$ cat config.mk
export PLATFORM = sky130hd
export DESIGN_NAME = tpg_multimode_flat
export DESIGN_NICKNAME = d
export VERILOG_FILES = /design/src/rtl/tpg_multimode_if.sv /design/src/rtl/tpg_multimode.sv /design/src/flat_wrapper.sv
export SDC_FILE = /design/constraint.sdc
export NUM_CORES = 1
export LEC_CHECK = 0
export ABC_CLOCK_PERIOD_IN_PS = 3300
export BUFFER_PORTS_ARGS = -buffer_cell sky130_fd_sc_hd__clkbuf_2
export CELL_PAD_IN_SITES_DETAIL_PLACEMENT = 0
export CELL_PAD_IN_SITES_GLOBAL_PLACEMENT = 1
export CORE_UTILIZATION = 45
export CTS_BUF_LIST = sky130_fd_sc_hd__clkbuf_4 sky130_fd_sc_hd__clkbuf_8
export CTS_CLUSTER_DIAMETER = 50
export CTS_CLUSTER_SIZE = 20
export DETAILED_ROUTE_END_ITERATION = 6
export GPL_TIMING_DRIVEN = 0
export PLACE_DENSITY_LB_ADDON = 0.1
export SYNTH_ARGS = -nofsm -noshare
export SYNTH_HDL_FRONTEND = slang
export SYNTH_SLANG_ARGS = --single-unit
$ cat constraint.sdc
create_clock -name clk -period 3.3 [get_ports clk]
set_clock_uncertainty 0.05 [all_clocks]
set_input_delay 0.33 -clock clk [delete_from_list [all_inputs] [get_ports clk]]
set_output_delay 0.33 -clock clk [all_outputs]
set_load 0.005 [all_outputs]
$ cat src/rtl/tpg_multimode_if.sv
// Vector stream between the pattern generator and the CUT/ORA.
// The master drives the vector and its index. The slave returns ready.
interface tpg_multimode_if #(
  parameter int BITS = 4,
  parameter int CW   = 4
);
  logic            valid;
  logic            ready;
  logic [BITS-1:0] TEST_PATTERN;
  logic [CW-1:0]   pattern_idx;

  modport master (output valid, TEST_PATTERN, pattern_idx, input ready);
  modport slave  (input valid, TEST_PATTERN, pattern_idx, output ready);
endinterface

$ cat src/rtl/tpg_multimode.sv
// LBIST pattern generator (LFSR/count/walk-1/walk-0). The first vector is valid 1 cycle after start.
// The vector and its index hold while valid && !ready. All outputs are registered.
module tpg_multimode #(
  parameter int              BITS         = 4,
  parameter logic [BITS-1:0] TAPS         = 4'b1001,
  parameter int              NUM_PATTERNS = 15,
  localparam int             CW           = $clog2(NUM_PATTERNS + 1)
) (
  input  logic            clk,
  input  logic            rst,
  input  logic            start_i,
  input  logic            abort_i,
  input  logic [1:0]      mode_i,
  input  logic [BITS-1:0] seed_i,
  output logic            busy_o,
  output logic            end_o,
  tpg_multimode_if.master pat_if
);

  typedef enum logic [1:0] {IDLE, RUN, DONE} state_e;

  localparam logic [1:0]      M_LFSR   = 2'd0;
  localparam logic [1:0]      M_COUNT  = 2'd1;
  localparam logic [BITS-1:0] ONE      = {{(BITS-1){1'b0}}, 1'b1};
  localparam logic [CW-1:0]   LAST_IDX = CW'(NUM_PATTERNS - 1);

  state_e          state_q, state_d;
  logic [1:0]      mode_q, mode_d;
  logic [BITS-1:0] tp_q, tp_d;
  logic [CW-1:0]   idx_q, idx_d;
  logic            valid_q, valid_d;
  logic            busy_q, busy_d;
  logic            end_q, end_d;

  function automatic logic [BITS-1:0] first_vec(input logic [1:0] m, input logic [BITS-1:0] s);
    logic [BITS-1:0] v;
    case (m)
      M_LFSR:  v = (s == '0) ? ONE : s;  // all-zero is the LFSR lock-up state
      M_COUNT: v = s;
      2'd2:    v = ONE;
      default: v = ~ONE;
    endcase
    return v;
  endfunction

  function automatic logic [BITS-1:0] next_vec(input logic [1:0] m, input logic [BITS-1:0] v);
    logic [BITS-1:0] n;
    case (m)
      M_LFSR:  n = {v[BITS-2:0], ^(v & TAPS)};
      M_COUNT: n = v + ONE;
      default: n = {v[BITS-2:0], v[BITS-1]};
    endcase
    return n;
  endfunction

  always_comb begin
    state_d = state_q;
    mode_d  = mode_q;
    tp_d    = tp_q;
    idx_d   = idx_q;
    case (state_q)
      IDLE: begin
        if (start_i) begin
          state_d = RUN;
          mode_d  = mode_i;
          tp_d    = first_vec(mode_i, seed_i);
          idx_d   = '0;
        end
      end
      RUN: begin
        // abort wins even over the final accept, so END is never raised
        if (abort_i) begin
          state_d = IDLE;
        end else if (valid_q && pat_if.ready) begin
          if (idx_q == LAST_IDX) begin
            state_d = DONE;
          end else begin
            tp_d  = next_vec(mode_q, tp_q);
            idx_d = idx_q + CW'(1);
          end
        end
      end
      DONE:    state_d = IDLE;
      default: state_d = IDLE;
    endcase
    valid_d = (state_d == RUN);
    busy_d  = (state_d == RUN);
    end_d   = (state_d == DONE);
  end

  always_ff @(posedge clk or negedge rst) begin
    if (!rst) begin
      state_q <= IDLE;
      mode_q  <= '0;
      tp_q    <= '0;
      idx_q   <= '0;
      valid_q <= 1'b0;
      busy_q  <= 1'b0;
      end_q   <= 1'b0;
    end else begin
      state_q <= state_d;
      mode_q  <= mode_d;
      tp_q    <= tp_d;
      idx_q   <= idx_d;
      valid_q <= valid_d;
      busy_q  <= busy_d;
      end_q   <= end_d;
    end
  end

  assign pat_if.valid        = valid_q;
  assign pat_if.TEST_PATTERN = tp_q;
  assign pat_if.pattern_idx  = idx_q;
  assign busy_o              = busy_q;
  assign end_o               = end_q;

endmodule

$ cat src/flat_wrapper.sv
// flat-port wrapper written by rule: the top's interface ports become plain ports
module tpg_multimode_flat 
#(
  parameter int              BITS         = 4,
  parameter logic [BITS-1:0] TAPS         = 4'b1001,
  parameter int              NUM_PATTERNS = 15,
  localparam int             CW           = $clog2(NUM_PATTERNS + 1)
)
  (clk, rst, start_i, abort_i, mode_i, seed_i, busy_o, end_o, pat_if_valid, pat_if_TEST_PATTERN, pat_if_pattern_idx, pat_if_ready);
  tpg_multimode_if #(.BITS(BITS), .CW(4)) pat_if_i ();
  input  logic clk;
  input  logic rst;
  input  logic start_i;
  input  logic abort_i;
  input  logic [1:0] mode_i;
  input  logic [BITS-1:0] seed_i;
  output logic busy_o;
  output logic end_o;
  output wire logic [$bits(pat_if_i.valid)-1:0] pat_if_valid;
  output wire logic [$bits(pat_if_i.TEST_PATTERN)-1:0] pat_if_TEST_PATTERN;
  output wire logic [$bits(pat_if_i.pattern_idx)-1:0] pat_if_pattern_idx;
  input wire logic [$bits(pat_if_i.ready)-1:0] pat_if_ready;
  assign pat_if_valid = pat_if_i.valid;
  assign pat_if_TEST_PATTERN = pat_if_i.TEST_PATTERN;
  assign pat_if_pattern_idx = pat_if_i.pattern_idx;
  assign pat_if_i.ready = pat_if_ready;
  tpg_multimode #(.BITS(BITS), .TAPS(TAPS), .NUM_PATTERNS(NUM_PATTERNS)) u_core (.clk(clk), .rst(rst), .start_i(start_i), .abort_i(abort_i), .mode_i(mode_i), .seed_i(seed_i), .busy_o(busy_o), .end_o(end_o), .pat_if(pat_if_i));
endmodule
Word level (Yosys, flattened, before mapping)
Index checks and enable logic that the tools add are counted.
{"block": "classes", "n_addsub": 2, "eq_ne": 11, "n_mux": 18, "reduce_logical": 9}
{"operator": "2-to-1 mux 4 bit", "n": 9}
{"operator": "one-hot mux 4 bit (2 select lines)", "n": 3}
{"operator": "one-hot mux 4 bit (3 select lines)", "n": 1}
{"operator": "adder 4 x 1 -> 4 bit (second input constant)", "n": 2}
{"operator": "equality test 2 x 1 -> 1 bit (second input constant)", "n": 4}
{"operator": "2-to-1 mux 2 bit", "n": 4}
{"operator": "zero test 2 bit", "n": 3}
{"operator": "inequality test 2 bit (second input constant)", "n": 3}
{"operator": "AND reduction 5 bit", "n": 1}
{"operator": "equality test 2 bit (second input constant)", "n": 2}
{"operator": "equality test 4 bit (second input constant)", "n": 1}
{"operator": "zero test 4 bit", "n": 1}
{"operator": "one-hot mux 2 bit (2 select lines)", "n": 1}
{"operator": "parity 4 bit", "n": 1}
{"operator": "inequality test 2 x 1 -> 1 bit (second input constant)", "n": 1}
{"operator": "AND reduction 2 bit", "n": 1}
{"operator": "nonzero test 2 bit", "n": 1}
{"operator": "logical AND 1 bit", "n": 1}
{"block": "word_totals", "ff_bits": 14}

Longest topological paths before layout
Gate-level depths: netlist of the first run.
{"block": "logic_depth", "word_depth": 6, "ltp_mapped": 6, "ltp_nobuf": 6}

Least setup slack after synthesis of the first run
Ideal clock, no wire load.
{"block": "synth_path", "kind": "reg-to-reg", "from": "reg u_core.idx_q[0], in the netlist u_core.pat_if.pattern_idx[0]", "to": "reg u_core.tp_q[0], in the netlist u_core.pat_if.TEST_PATTERN[0]", "setup_ns": 0.125, "arrival_time_ns": 1.428, "t_required_ns": 3.125, "path_slack_ns": 1.697, "path_stages_with_launch": 6, "n_path_buf": 0, "period_less_slack_ns": 1.603, "cell_sequence": "dfrtp_1 -> inv_1 -> ha_1 -> and3_1 -> o31ai_4 -> mux2_4"}
{"block": "synth_between", "elab_chain_cells": 3}
{"item": "start: declaration", "line_no": "tpg_multimode.sv:30", "rtl": "logic [CW-1:0] idx_q, idx_d;"}
{"item": "start signal: assignment", "line_no": "tpg_multimode.sv:104", "rtl": "idx_q <= idx_d;"}
{"item": "equality test 4 bit", "line_no": "tpg_multimode.sv:75", "rtl": "if (idx_q == LAST_IDX) begin"}
{"item": "inequality test 2 bit (no source line)"}
{"item": "AND reduction 5 bit (no source line)"}
{"item": "end signal: assignment", "line_no": "tpg_multimode.sv:103", "rtl": "tp_q <= tp_d;"}
{"item": "end: declaration", "line_no": "tpg_multimode.sv:29", "rtl": "logic [BITS-1:0] tp_q, tp_d;"}
Every way passes these cells.
A chain may end at the register's enable or synchronous reset.

Worst setup path in the final report of the first run
Ends and elaborated chain as after synthesis.

==> Implementation_results.wiki, run 1 <==
{| class="wikitable"
! Metric !! Value
|-
| Setup TNS Final || 0 ns
|-
| Clock-pin slew reported for the worst setup and hold paths after clock tree synthesis || about 0.090 ns
|-
| DP Wirelength || 1400 um
|-
| Simple-gate share of the synthesized area || a little over a quarter
|-
| Aggregate routed wire length || 1880 um
|-
| Worst R2R Setup Slack || approximately 1.6 ns
|-
| Startpoint kind of the worst setup timing path || flip-flop
|-
| Period Utilization, post-route || a little over half
|-
| Cell leakage power || a little over 0.5 nW
|-
| Initial Util || between 40% and 50%
|-
| Unique masters post-synth || 37
|-
| Clock Latency Late Sink || ~0.29 ns
|-
| Internal power component || between 300 and 400 uW
|-
| Result of the run || finished clean
|-
| Fraction of layout cells with a size suffix above 1 || approximately 37%
|-
| EDFF count, synth || 0
|-
| Worst rel slew slack || between 70% and 80%
|-
| CP Data Required Time || 3.43 ns
|-
| Critical Path Slowest Stage Cell || dfrtp_1
|-
| Switching power as a share of total power || roughly a third
|-
| Antenna violations before repair || 0
|-
| Pins over their slew limit || 0
|-
| Floorplan row count || 15
|-
| Layout fillers || between 150 and 200
|-
| Area share of the leading cell type in the synthesized netlist || 38.9%
|-
| Leading cell types by total area after synthesis || dfrtp_1, nand2_1, ha_1, mux2i_1, nand3_1
|-
| Number of design rule violations left after detail routing || 0
|-
| Max stage delay on crit path || around 0.45 ns
|-
| Global Route Usage Sum || between 20% and 30%
|-
| Router iterations before antenna repair || 4
|-
| Transition time at the pin with the least slew margin || between 0.3 and 0.4 ns
|-
| Instance count of the mapped netlist || 87
|-
| Netlist Area Pre-Place || 900 um2
|-
| Main combinational cell family by area after synthesis || simple AND/OR/NAND/NOR gates
|-
| Highest clock frequency the design can meet || roughly 580 MHz
|-
| Max Cap Viol || 0
|-
| Sink count of the clock tree || 14
|-
| Violation count after the first detailed-routing iteration || 14
|-
| Number of storage elements in the synthesis netlist || 14
|-
| Syn nets || roughly 100
|-
| CTS tree || done
|-
| Pin count of the biggest net entering global routing || 15
|-
| Largest fanout on the critical path || 6
|-
| WP data arrival || ~1.9 ns
|-
| P per Cell Area || between 500 and 600 nW/um2
|-
| Clk network pwr share || between 20% and 30%
|-
| Synthesized-area fraction occupied by adder cells || approximately 4.2%
|-
| Post-Syn Area per Cell || approximately 10 um2
|-
| Count of nets left with antenna violations after detail routing || 0
|-
| Part of the total power dissipated in combinational logic || about 32%
|-
| Share of synthesized area spent on multiplexers || 6.26%
|-
| Chip height || 46.7 um
|-
| Diode count || 0
|-
| Primary FF master, synth || dfrtp_1
|-
| NetSw || roughly 200 uW
|-
| DIE AREA || approximately 2200 um2
|-
| Post-Synth XOR/XNOR Area || less than 1%
|-
| Post-route worst setup slack || 1.57 ns
|-
| Final Hold Fails || 0
|-
| Async set or reset register ratio after synthesis || 100%
|-
| Kind of critical path || reg -> reg
|-
| CP Cell Sequence || inv_1, ha_1, and3_1, o31ai_4, mux2_4
|-
| Number of warning messages in the yosys log || 0
|-
| Maximum vdd ir drop || about 0.31 mV
|-
| Minimum setup slack after placement || around 1.6 ns
|-
| Area leader, netlist || dfrtp_1
|-
| Final estimated routing congestion in global placement || approximately 0.75
|-
| Cts repair resizes || 0
|-
| Largest buffer count on any clock path || 2
|-
| Core area || about 1800 um2
|-
| RSZ-0062 raised after global routing || no
|-
| Capturing element type of the critical path || flip-flop
|-
| Sequential area share after synthesis || about two fifths
|-
| Count of buffers from port buffering || 20
|-
| Synth-to-Final Area Change || 19.7%
|-
| Wire length of the first global-routing pass || 3020 um
|-
| Width of the die || around 47 um
|-
| Min Tclk post-route || 1.73 ns
|-
| Hold/Removal Path Class || in -> reg
|-
| CTS Buf Count || 3
|-
| Number of global-route vias before repair || ~680
|-
| Final setup violation count || 0
|-
| Worst hold-check slack || approximately 0.26 ns
|-
| Final total power || roughly 570 uW
|-
| Reg power frac || roughly 44%
|-
| Global route overflow || 0
|-
| Routed via count divided by cell count || ~5.4
|-
| Layout net count || roughly 130
|-
| # H-tree levels || 1
|-
| Compound-Gate Fraction of Synth Area || about a fifth
|-
| Total vias in the final route || about 740
|-
| Buffer cell driving the clock tree root || clkbuf_4
|-
| Routed length per instance || roughly 14 um
|-
| Top-level I/O count || 22
|}
==> sequential cells by signal, summed over array words and instances (netlist names) <==
signal	flops
u_core.pat_if.TEST_PATTERN	4
u_core.state_q	2
u_core.pat_if.pattern_idx	4
u_core.end_o	1
u_core.mode_q	2
u_core.pat_if.valid	1
==> layer usage <==
layer / share of wire [%] / GRT usage, % / vias up
li1: - / - / 371
met1: 49 / 28.6 / 353
met2: 47 / 30.3 / 15
met3: 3.2 / 3.53 / 2
met4: 0.74 / 7.43 / 0
met5: 0 / 0 / -
==> per-stage QoR <==
stage          cells  cell area, um2  utilization (%)
3_3_place_gp     132            1030             57.2
2_1_floorplan     87             900                -
5_1_grt          137            1080             59.8
6_report         137            1080             59.8
4_1_cts          137            1080             59.8
3_5_place_dp     132            1030             57.2
==> what timing repair did <==
action	4_1_cts	5_1_grt
setup buffers	0	0
endpoints found under the hold margin	14	0
hold buffers	1	0
==> worst max-delay path, delay by kind of cell, from the launching register on <==
family / cells / cell delay (ns)
AND/OR/NAND/NOR: 1 / 0.24
multiplexers: 1 / 0.32
AO/OA/AOI/OAI: 1 / 0.27
buffers and inverters: 1 / 0.07
adder cells (fa/ha/maj): 1 / 0.22
flip-flops: 1 / 0.45
==> power by group through the flow <==
| stage | Clock [mW] | Combinational, mW | Sequential [mW] |
|---|---|---|---|
| finish | 0.132 | 0.183 | 0.251 |
| floorplan | 0 | 0.124 | 0.246 |
| CTS | 0.132 | 0.185 | 0.252 |
| global route | 0.137 | 0.210 | 0.260 |
| global placement | 0 | 0.178 | 0.253 |
| detailed placement | 0 | 0.183 | 0.255 |
==> synth_stat cells, drive strengths merged, types with 2 or more instances <==
master,number
a21oi,3
a31oi,2
mux2,2
nor2,2
and3,2
nor2b,4
mux2i,3
nor4,2
buf,2
dfrtp,14
o31ai,3
ha,3
nor3,3
a211oi,2
nand2,11
nand3,6
inv,5
o21ai,5
==> cell usage in the layout, fill, tap and decap left out, types with 2 or more instances in the layout <==
cell / instances
a211oi_1: 2
a21oi_1: 3
and3_1: 2
clkbuf_2: 21
clkbuf_4: 3
dfrtp_1: 14
ha_1: 3
inv_1: 4
mux2i_1: 3
nand2_1: 11
nand3_1: 6
nor2_1: 2
nor2b_1: 2
nor2b_2: 2
nor3_1: 3
nor4_2: 2
o21ai_0: 5
o31ai_1: 2
==> path summary, 6_finish.rpt <==
| kind | start | end | cells after the start |
|---|---|---|---|
| worst min-delay path | abort_i | u_core.state_q[1] | 2 |
| min in group asynchronous | rst | u_core.pat_if.TEST_PATTERN[1] | 2 |
| worst max-delay path | u_core.pat_if.pattern_idx[0] | u_core.pat_if.TEST_PATTERN[0] | 5 |
| worst min register to register | u_core.mode_q[0] | u_core.mode_q[0] | 2 |
| worst max register to register | u_core.pat_if.pattern_idx[0] | u_core.pat_if.TEST_PATTERN[0] | 5 |
| max in group asynchronous | rst | u_core.end_o | 2 |
==> kinds of logic after synthesis <==
kind of cell / after synthesis
AND/OR/NAND/NOR: 37
AO/OA/AOI/OAI: 19
flip-flops: 14
buffers and inverters: 8
multiplexers: 5
adder cells (fa/ha/maj): 3
XOR/XNOR: 1
==> cell type report <==
| class | instances | area (um2) | area share (%) |
|---|---|---|---|
| buffer | 3 | 23.8 | 2.21 |
| clock buffer | 4 | 36.3 | 3.37 |
| inverter | 5 | 18.8 | 1.74 |
| multi-input combinational | 65 | 507 | 47.0 |
| sequential | 14 | 350 | 32.5 |
| tap | 25 | 31.3 | 2.90 |
| timing repair buffer | 21 | 110 | 10.2 |
Note: power is estimated with default switching activity, not from simulation.
==> run 2: changes to the inputs <==
--- a/config.mk
+++ b/config.mk
@@ -5,11 +5,12 @@
 export SDC_FILE = /design/constraint.sdc
 export NUM_CORES = 1
 export LEC_CHECK = 0
-export ABC_CLOCK_PERIOD_IN_PS = 3300
+export ABC_AREA = 1
+export ABC_CLOCK_PERIOD_IN_PS = 1600
 export BUFFER_PORTS_ARGS = -buffer_cell sky130_fd_sc_hd__clkbuf_2
 export CELL_PAD_IN_SITES_DETAIL_PLACEMENT = 0
 export CELL_PAD_IN_SITES_GLOBAL_PLACEMENT = 1
-export CORE_UTILIZATION = 45
+export CORE_UTILIZATION = 39
 export CTS_BUF_LIST = sky130_fd_sc_hd__clkbuf_4 sky130_fd_sc_hd__clkbuf_8
 export CTS_CLUSTER_DIAMETER = 50
 export CTS_CLUSTER_SIZE = 20
==> constraint.sdc (replaced) <==
create_clock -name clk -period 1.6 [get_ports clk]
set_clock_uncertainty 0.05 [all_clocks]
set_input_delay 0.16 -clock clk [delete_from_list [all_inputs] [get_ports clk]]
set_output_delay 0.16 -clock clk [all_outputs]
set_load 0.005 [all_outputs]
==> run 2 against run 1 <==
Compared with the run above: sequential share of layout area increased by 0.27 points; hold slack got worse by 0.24 ns; non-clock buffer count increased by 2; final area decreased by 0.81%; largest power group unchanged; sequential cell count unchanged.
==> Implementation_results.wiki, run 2 <==
{| class="wikitable"
! Metric !! Value
|-
| CP Data Required Time || 1.73 ns (-1.70 ns)
|-
| Routed length per instance || 10.8 um (-22%)
|-
| CTS Buf Count || 3 (unchanged)
|-
| Number of warning messages in the yosys log || 0 (unchanged)
|-
| Leading cell type in the layout, fill and taps excluded || nand2_1
|-
| Area leader, netlist || dfrtp_1
|-
| Worst R2R Setup Slack || 0.22 ns (-1.34 ns)
|-
| Unique masters post-synth || 24 (-35%)
|-
| Cts repair resizes || 0 (unchanged)
|-
| Min Tclk post-route || 1.38 ns (-0.356 ns)
|-
| Diode count || 0 (unchanged)
|-
| Highest clock frequency the design can meet || 726 MHz (+26%)
|-
| WP data arrival || 1.51 ns (-0.36 ns)
|-
| Count of nets left with antenna violations after detail routing || 0 (unchanged)
|-
| Max Cap Viol || 0 (unchanged)
|-
| DIE AREA || 2460 um2 (+13%)
|-
| Result of the run || finished clean
|-
| Total vias in the final route || 780 (+5.3%)
|-
| Startpoint of the worst hold path || abort_i
|-
| Fraction of layout cells with a size suffix above 1 || 31.2% (-5.4 points)
|-
| Internal power component || 728 uW (+98%)
|-
| Async set or reset register ratio after synthesis || 100% (unchanged)
|-
| Worst rel slew slack || 76.4% (+1.5 points)
|-
| Sink count of the clock tree || 14 (unchanged)
|-
| Global route overflow || 0 (unchanged)
|-
| Pins over their slew limit || 0 (unchanged)
|-
| Worst reg2reg startpoint || u_core.pat_if.pattern_idx[0]
|-
| Final estimated routing congestion in global placement || 0.767 (+2.3%)
|-
| Instance count of the mapped netlist || 115 (+32%)
|-
| Wire length of the first global-routing pass || 3280 um (+8.9%)
|-
| Most frequent cells in the layout || nand2_1, clkbuf_2, dfrtp_1, nand3_1, inv_1
|-
| Worst hold-check slack || 0.0117 ns (-0.244 ns)
|-
| # H-tree levels || 1 (unchanged)
|-
| NetSw || 427 uW (+120%)
|-
| Number of design rule violations left after detail routing || 0 (unchanged)
|-
| Syn nets || 129 (+28%)
|-
| Part of the total power dissipated in combinational logic || 33.9% (+1.5 points)
|-
| Post-route insts no fill || 168 (+23%)
|-
| Maximum vdd ir drop || 0.751 mV (+140%)
|-
| Netlist Area Pre-Place || 883 um2 (-1.8%)
|-
| Antenna violations before repair || 0 (unchanged)
|-
| Post-Syn Area per Cell || 7.68 um2 (-26%)
|-
| Buffer cell driving the clock tree root || clkbuf_4
|-
| Layout net count || 156 (+23%)
|-
| Leading cell types by total area after synthesis || dfrtp_1, nand2_1, nand3_2, nand3_1, ha_1
|-
| Count of buffers from port buffering || 21 (+5.0%)
|-
| Pin count of the biggest net entering global routing || 15 (unchanged)
|-
| R2R Path End || u_core.pat_if.pattern_idx[3]
|-
| Clock Latency Late Sink || 0.29 ns (about the same)
|-
| Most common cell in the synthesized netlist || nand2_1
|-
| Worst Reg2Reg Path Length in Cells || 7 (+2)
|-
| Aggregate routed wire length || 1810 um (-3.9%)
|-
| Period Utilization, post-route || 86.1% (+34 points)
|-
| Largest buffer count on any clock path || 2 (unchanged)
|-
| Number of storage elements in the synthesis netlist || 14 (unchanged)
|-
| Chip height || 49.6 um (+6.2%)
|-
| Capturing element type of the critical path || flip-flop
|-
| DP Wirelength || 1350 um (-3.4%)
|-
| Finished Core Util || 52.3% (-7.5 points)
|-
| Routed via count divided by cell count || 4.64 (-14%)
|-
| Hold/Removal Path Class || in -> reg
|-
| Transition time at the pin with the least slew margin || 0.354 ns (-0.0204 ns)
|-
| Core area || 2040 um2 (+13%)
|-
| Synth-to-Final Area Change || 21.0%
|-
| Width of the die || 49.6 um (+6.2%)
|-
| Reg power frac || 43.5% (-0.9 points)
|-
| Clock-pin slew reported for the worst setup and hold paths after clock tree synthesis || 0.09 ns (about the same)
|-
| EDFF count, synth || 0 (unchanged)
|-
| Switching power as a share of total power || 37.0% (+2.0 points)
|-
| Hold path endpoint || u_core.end_o
|-
| Top-level I/O count || 22 (unchanged)
|-
| Final setup violation count || 0 (unchanged)
|-
| P per Cell Area || 1080 nW/um2 (+110%)
|-
| Global Route Usage Sum || 17.8% (-2.3 points)
|-
| CTS tree || done
|-
| Cell leakage power || 0.597 nW (+19%)
|-
| Initial Util || 43.3% (-6.7 points)
|-
| Floorplan row count || 16 (+1)
|-
| Setup TNS Final || 0 ns (unchanged)
|-
| Number of cells on the worst hold path || 2 (unchanged)
|-
| Startpoint kind of the worst setup timing path || flip-flop
|-
| Clk network pwr share || 22.6% (-0.6 points)
|-
| Most used standard cells in the synthesized netlist || nand2_1, dfrtp_1, nand3_1
|-
| Number of global-route vias before repair || 750 (+11%)
|-
| Instance count after placement with tap cells included || 163 (+23%)
|-
| RSZ-0062 raised after global routing || no
|-
| Largest fanout on the critical path || 10 (+4)
|-
| Router iterations before antenna repair || 4 (unchanged)
|-
| Primary FF master, synth || dfrtp_1
|-
| Kind of critical path || reg -> reg
|-
| Area share of the leading cell type in the synthesized netlist || 39.7% (+0.72 points)
|-
| Sequential area share after synthesis || 39.7% (+0.72 points)
|-
| Violation count after the first detailed-routing iteration || 15 (+1)
|-
| Final Hold Fails || 0 (unchanged)
|}
[run 2: metrics by stage]
| step | total power, mW | worst slack, ns | area, um2 |
|---|---|---|---|
| after floorplan | 0.764 | 0.295 | 883 |
| after global placement | 0.894 | 0.246 | 1020 |
| after detailed placement | 0.901 | 0.219 | 1020 |
| after CTS | 1.17 | 0.207 | 1070 |
| after global routing | 1.27 | 0.119 | 1070 |
| final | 1.16 | 0.222 | 1070 |
[run 2: kinds of logic (layout without fill, tap and decap cells)]
logic type,Yosys count,after routing,share of synthesized area [%]
simple gates,71,71,38.4
fa+ha+maj,3,3,4.25
compound gates,10,10,6.51
xor+xnor,2,2,1.98
flops,14,14,39.7
buf+inv,15,41,9.21
[run 2: layer usage]
layer  vias up  global-route usage, %  wire length (um)
li1        422                      -                 -
met1       339                   23.1               904
met2        19                   27.7               806
met3         0                   6.79                94
met4         0                   4.29                 0
met5         -                      0                 0
[run 2: area by class of cell]
class	instances	area (um2)
flip-flops and latches	14	350
fillers	224	973
well taps	27	33.8
inverters	11	41.3
multi-input cells	86	452
plain buffers	4	40.0
clock buffers	4	36.3
repair buffers	22	115
[run 2: what timing repair did]
item / 4_1_cts / 5_1_grt
endpoints found under the hold margin: 14 / 0
hold buffers: 1 / 0
buffers inserted: 0 / 0
[run 2: critical path, cell delays in order (launching register included)]
cell and delay (ns):
dfrtp_1 0.44, inv_1 0.07, ha_1 0.20, nand3_2 0.11, nand3_2 0.12, buf_12 0.16, nand3_1 0.06, nand2_1 0.05
[run 2: how the worst max path moves through the flow]
stage | startpoint | to | slack [ns]
2_1_floorplan | u_core.pat_if.pattern_idx[0] | u_core.pat_if.pattern_idx[2] | 0.29
3_3_place_gp | u_core.pat_if.pattern_idx[0] | u_core.pat_if.pattern_idx[0] | 0.25
3_5_place_dp | u_core.pat_if.pattern_idx[0] | u_core.pat_if.pattern_idx[2] | 0.22
4_1_cts | u_core.pat_if.pattern_idx[0] | u_core.pat_if.pattern_idx[3] | 0.21
5_1_grt | u_core.pat_if.pattern_idx[0] | u_core.pat_if.pattern_idx[0] | 0.12
6_report | u_core.pat_if.pattern_idx[0] | u_core.pat_if.pattern_idx[3] | 0.22
[run 2: power groups by stage]
| stage | Clock, mW | Combinational (mW) | Sequential (mW) |
|---|---|---|---|
| final | 0.261 | 0.392 | 0.502 |
| after global routing | 0.286 | 0.464 | 0.518 |
| after CTS | 0.270 | 0.395 | 0.505 |
| after detailed placement | 0 | 0.391 | 0.510 |
| after global placement | 0 | 0.388 | 0.506 |
| after floorplan | 0 | 0.268 | 0.495 |
==> run 3: changes to the inputs <==
--- a/config.mk
+++ b/config.mk
@@ -7,16 +7,17 @@
 export LEC_CHECK = 0
 export ABC_AREA = 1
 export ABC_CLOCK_PERIOD_IN_PS = 1600
-export BUFFER_PORTS_ARGS = -buffer_cell sky130_fd_sc_hd__clkbuf_2
 export CELL_PAD_IN_SITES_DETAIL_PLACEMENT = 0
 export CELL_PAD_IN_SITES_GLOBAL_PLACEMENT = 1
-export CORE_UTILIZATION = 39
+export CORE_UTILIZATION = 46
 export CTS_BUF_LIST = sky130_fd_sc_hd__clkbuf_4 sky130_fd_sc_hd__clkbuf_8
 export CTS_CLUSTER_DIAMETER = 50
 export CTS_CLUSTER_SIZE = 20
 export DETAILED_ROUTE_END_ITERATION = 6
+export DONT_BUFFER_PORTS = 1
 export GPL_TIMING_DRIVEN = 0
 export PLACE_DENSITY_LB_ADDON = 0.1
+export SKIP_LAST_GASP = 1
 export SYNTH_ARGS = -nofsm -noshare
 export SYNTH_HDL_FRONTEND = slang
 export SYNTH_SLANG_ARGS = --single-unit
==> run 3 against run 2 <==
Compared with the run above: sequential power rose by 3%; total power shrank 5.0%; non-clock buffer count shrank 19; setup slack got worse by 0.045 ns; sequential cell count stayed put; critical path depth did not move; first-iteration DRC count decreased by 60%; utilization is 3.3 points higher; global-route usage grew 2.0 points; critical path type unchanged; critical endpoint is now u_core.pat_if.pattern_idx[0]; wire length down 1.9%; hold slack barely moved; final area decreased by 8.2%.
==> Implementation_results.wiki, run 3 (same netlist as run 2, synthesis figures left out) <==
{| class="wikitable"
! Metric !! Value
|-
| Startpoint kind of the worst setup timing path || flip-flop
|-
| Violation count after the first detailed-routing iteration || 6 (-9)
|-
| Pin count of the biggest net entering global routing || 15 (unchanged)
|-
| Worst Reg2Reg Path Length in Cells || 7 (unchanged)
|-
| Post-route design area || 981 um2 (-8.2%)
|-
| Pins over their slew limit || 0 (unchanged)
|-
| Cts repair resizes || 0 (unchanged)
|-
| Total vias in the final route || 727 (-6.8%)
|-
| Hold/Removal Path Class || in -> reg
|-
| Startpoint of the worst hold path || mode_i[1]
|-
| Worst reg2reg startpoint || u_core.pat_if.pattern_idx[0]
|-
| Post-route worst setup slack || 0.177 ns (-0.0452 ns)
|-
| Diode count || 0 (unchanged)
|-
| DP Wirelength || 1320 um (-2.0%)
|-
| Transition time at the pin with the least slew margin || 0.617 ns (+0.263 ns)
|-
| Largest fanout on the critical path || 10 (unchanged)
|-
| Setup TNS Final || 0 ns (unchanged)
|-
| Capturing element type of the critical path || flip-flop
|-
| RSZ-0062 raised after global routing || no
|-
| Synth-to-Final Area Change || 11.0%
|-
| # H-tree levels || 1 (unchanged)
|-
| Result of the run || finished clean
|-
| Buffer cell driving the clock tree root || clkbuf_4
|-
| Aggregate routed wire length || 1770 um (-1.9%)
|-
| CTS Buf Count || 3 (unchanged)
|-
| Initial Util || 50.1% (+6.8 points)
|-
| Layout fillers || 189 (-16%)
|-
| Clock-pin slew reported for the worst setup and hold paths after clock tree synthesis || 0.08 ns (about the same)
|-
| Cell class contributing the biggest share of worst-path delay || flip-flops
|-
| Kind of critical path || reg -> reg
|-
| Fraction of layout cells with a size suffix above 1 || 18.9% (-12 points)
|-
| Layout net count || 137 (-12%)
|-
| Routed via count divided by cell count || 4.95 (+6.5%)
|-
| DIE AREA || 2100 um2 (-15%)
|-
| Post-CTS setup buffer count || 0 (unchanged)
|-
| Minimum setup slack after placement || 0.185 ns (-0.0339 ns)
|-
| Total placed instance area || 915 um2 (-11%)
|-
| Highest clock frequency the design can meet || 703 MHz (-3.2%)
|-
| Clock Latency Late Sink || 0.28 ns (about the same)
|-
| Count of buffers from port buffering || 0 (-100%)
|-
| Critical Path Slowest Stage Cell || dfrtp_1
|-
| Leading cell type in the layout, fill and taps excluded || nand2_1
|-
| Cell leakage power || 0.515 nW (-14%)
|-
| Min Tclk post-route || 1.42 ns (+0.0452 ns)
|-
| Number of cells on the worst hold path || 2 (unchanged)
|-
| CTS tree || done
|-
| Hold path endpoint || u_core.mode_q[1]
|-
| Worst rel slew slack || 58.7% (-18 points)
|-
| Max stage delay on crit path || 0.46 ns (+0.02 ns)
|-
| WP data arrival || 1.54 ns (+0.03 ns)
|-
| Core area || 1760 um2 (-14%)
|-
| CP Cell Sequence || inv_1, ha_1, nand3_2, nand3_2, buf_12, nand3_2, o21ai_1
|-
| R2R Path End || u_core.pat_if.pattern_idx[0]
|-
| Count of nets left with antenna violations after detail routing || 0 (unchanged)
|-
| Worst R2R Setup Slack || 0.18 ns (-0.05 ns)
|-
| Global Route Usage Sum || 19.8% (+2.0 points)
|-
| Chip height || 45.8 um (-7.6%)
|-
| Router iterations before antenna repair || 4 (unchanged)
|-
| Final estimated routing congestion in global placement || 0.768 (+0.13%)
|-
| P per Cell Area || 1120 nW/um2 (+3.5%)
|-
| Floorplan row count || 15 (-1)
|-
| Most common cell on crit path || nand3_2
|-
| CP Data Required Time || 1.71 ns (-0.02 ns)
|-
| Largest buffer count on any clock path || 2 (unchanged)
|-
| Wire length of the first global-routing pass || 2880 um (-12%)
|-
| Crit path buffers/inverters || 2 (unchanged)
|-
| Quantity of hold-fixing buffers added after cts || 3 (+2)
|-
| Maximum vdd ir drop || 0.604 mV (-20%)
|-
| Sink count of the clock tree || 14 (unchanged)
|-
| Max Cap Viol || 0 (unchanged)
|-
| Width of the die || 45.8 um (-7.6%)
|-
| Number of design rule violations left after detail routing || 0 (unchanged)
|-
| Final Hold Fails || 0 (unchanged)
|-
| Top-level I/O count || 22 (unchanged)
|-
| Global route overflow || 0 (unchanged)
|-
| Period Utilization, post-route || 88.9% (+2.8 points)
|-
| Antenna violations before repair || 0 (unchanged)
|-
| Routed length per instance || 12.0 um (+12%)
|-
| Most frequent cells in the layout || nand2_1, dfrtp_1, nand3_1, inv_1
|-
| Number of global-route vias before repair || 669 (-11%)
|-
| Final setup violation count || 0 (unchanged)
|}
## run 3: cell types whose count changed in the layout (fill, tap and decap cells not counted)
| cell | before | now |
|---|---|---|
| clkbuf_2 | 21 | 0 |
| dlygate4sd3_1 | 1 | 3 |
## run 3: worst max-delay path by stage
stage,from,to,slack (ns),cells past startpoint
after floorplan,u_core.pat_if.pattern_idx[0],u_core.pat_if.pattern_idx[2],0.29,7
after global placement,u_core.pat_if.pattern_idx[0],u_core.pat_if.TEST_PATTERN[2],0.21,7
after detailed placement,u_core.pat_if.pattern_idx[0],u_core.pat_if.pattern_idx[0],0.18,7
after CTS,u_core.pat_if.pattern_idx[0],u_core.pat_if.pattern_idx[0],0.17,7
after global routing,u_core.pat_if.pattern_idx[0],u_core.pat_if.pattern_idx[2],0.07,7
final,u_core.pat_if.pattern_idx[0],u_core.pat_if.pattern_idx[0],0.18,7
## run 3: area by class of cell
class | count | area (um2) | share of cell area [%]
Tap cell | 25 | 31.3 | 3.19
Sequential cell | 14 | 350 | 35.7
Timing Repair Buffer | 3 | 30.0 | 3.06
Multi-Input combinational cell | 86 | 452 | 46.0
Buffer | 4 | 40.0 | 4.08
Inverter | 11 | 41.3 | 4.21
Clock buffer | 4 | 36.3 | 3.70
## run 3: report_power, final
part,switching (mW),internal (mW)
clock network,0.116,0.139
logic,0.190,0.138
registers,0.101,0.414
total,0.407,0.691
## run 3: routing by layer
metal  GRT usage (%)  routed length [um]  vias up
met4            5.29                  21        0
met2            30.9                 785       26
met3            8.33                 142        5
met1            25.0                 821      312
met5               0                   0        -
li1                -                   -      384
## run 3: stage by stage
step	power [mW]	hold WS [ns]	cells	utilization (%)
6_report	1.10	0.0113	147	55.6
3_5_place_dp	0.840	-0.185	140	51.8
3_3_place_gp	0.830	-0.185	140	51.8
4_1_cts	1.11	0.00302	147	55.6
5_1_grt	1.19	0.00852	147	55.6
2_1_floorplan	0.764	-0.186	115	-
## run 3: worst reg2reg max path, cell delays in order (launching register included)
cell     delay (ns)
dfrtp_1        0.46
inv_1          0.07
ha_1           0.22
nand3_2        0.11
nand3_2        0.12
buf_12         0.17
nand3_2        0.05
o21ai_1        0.06
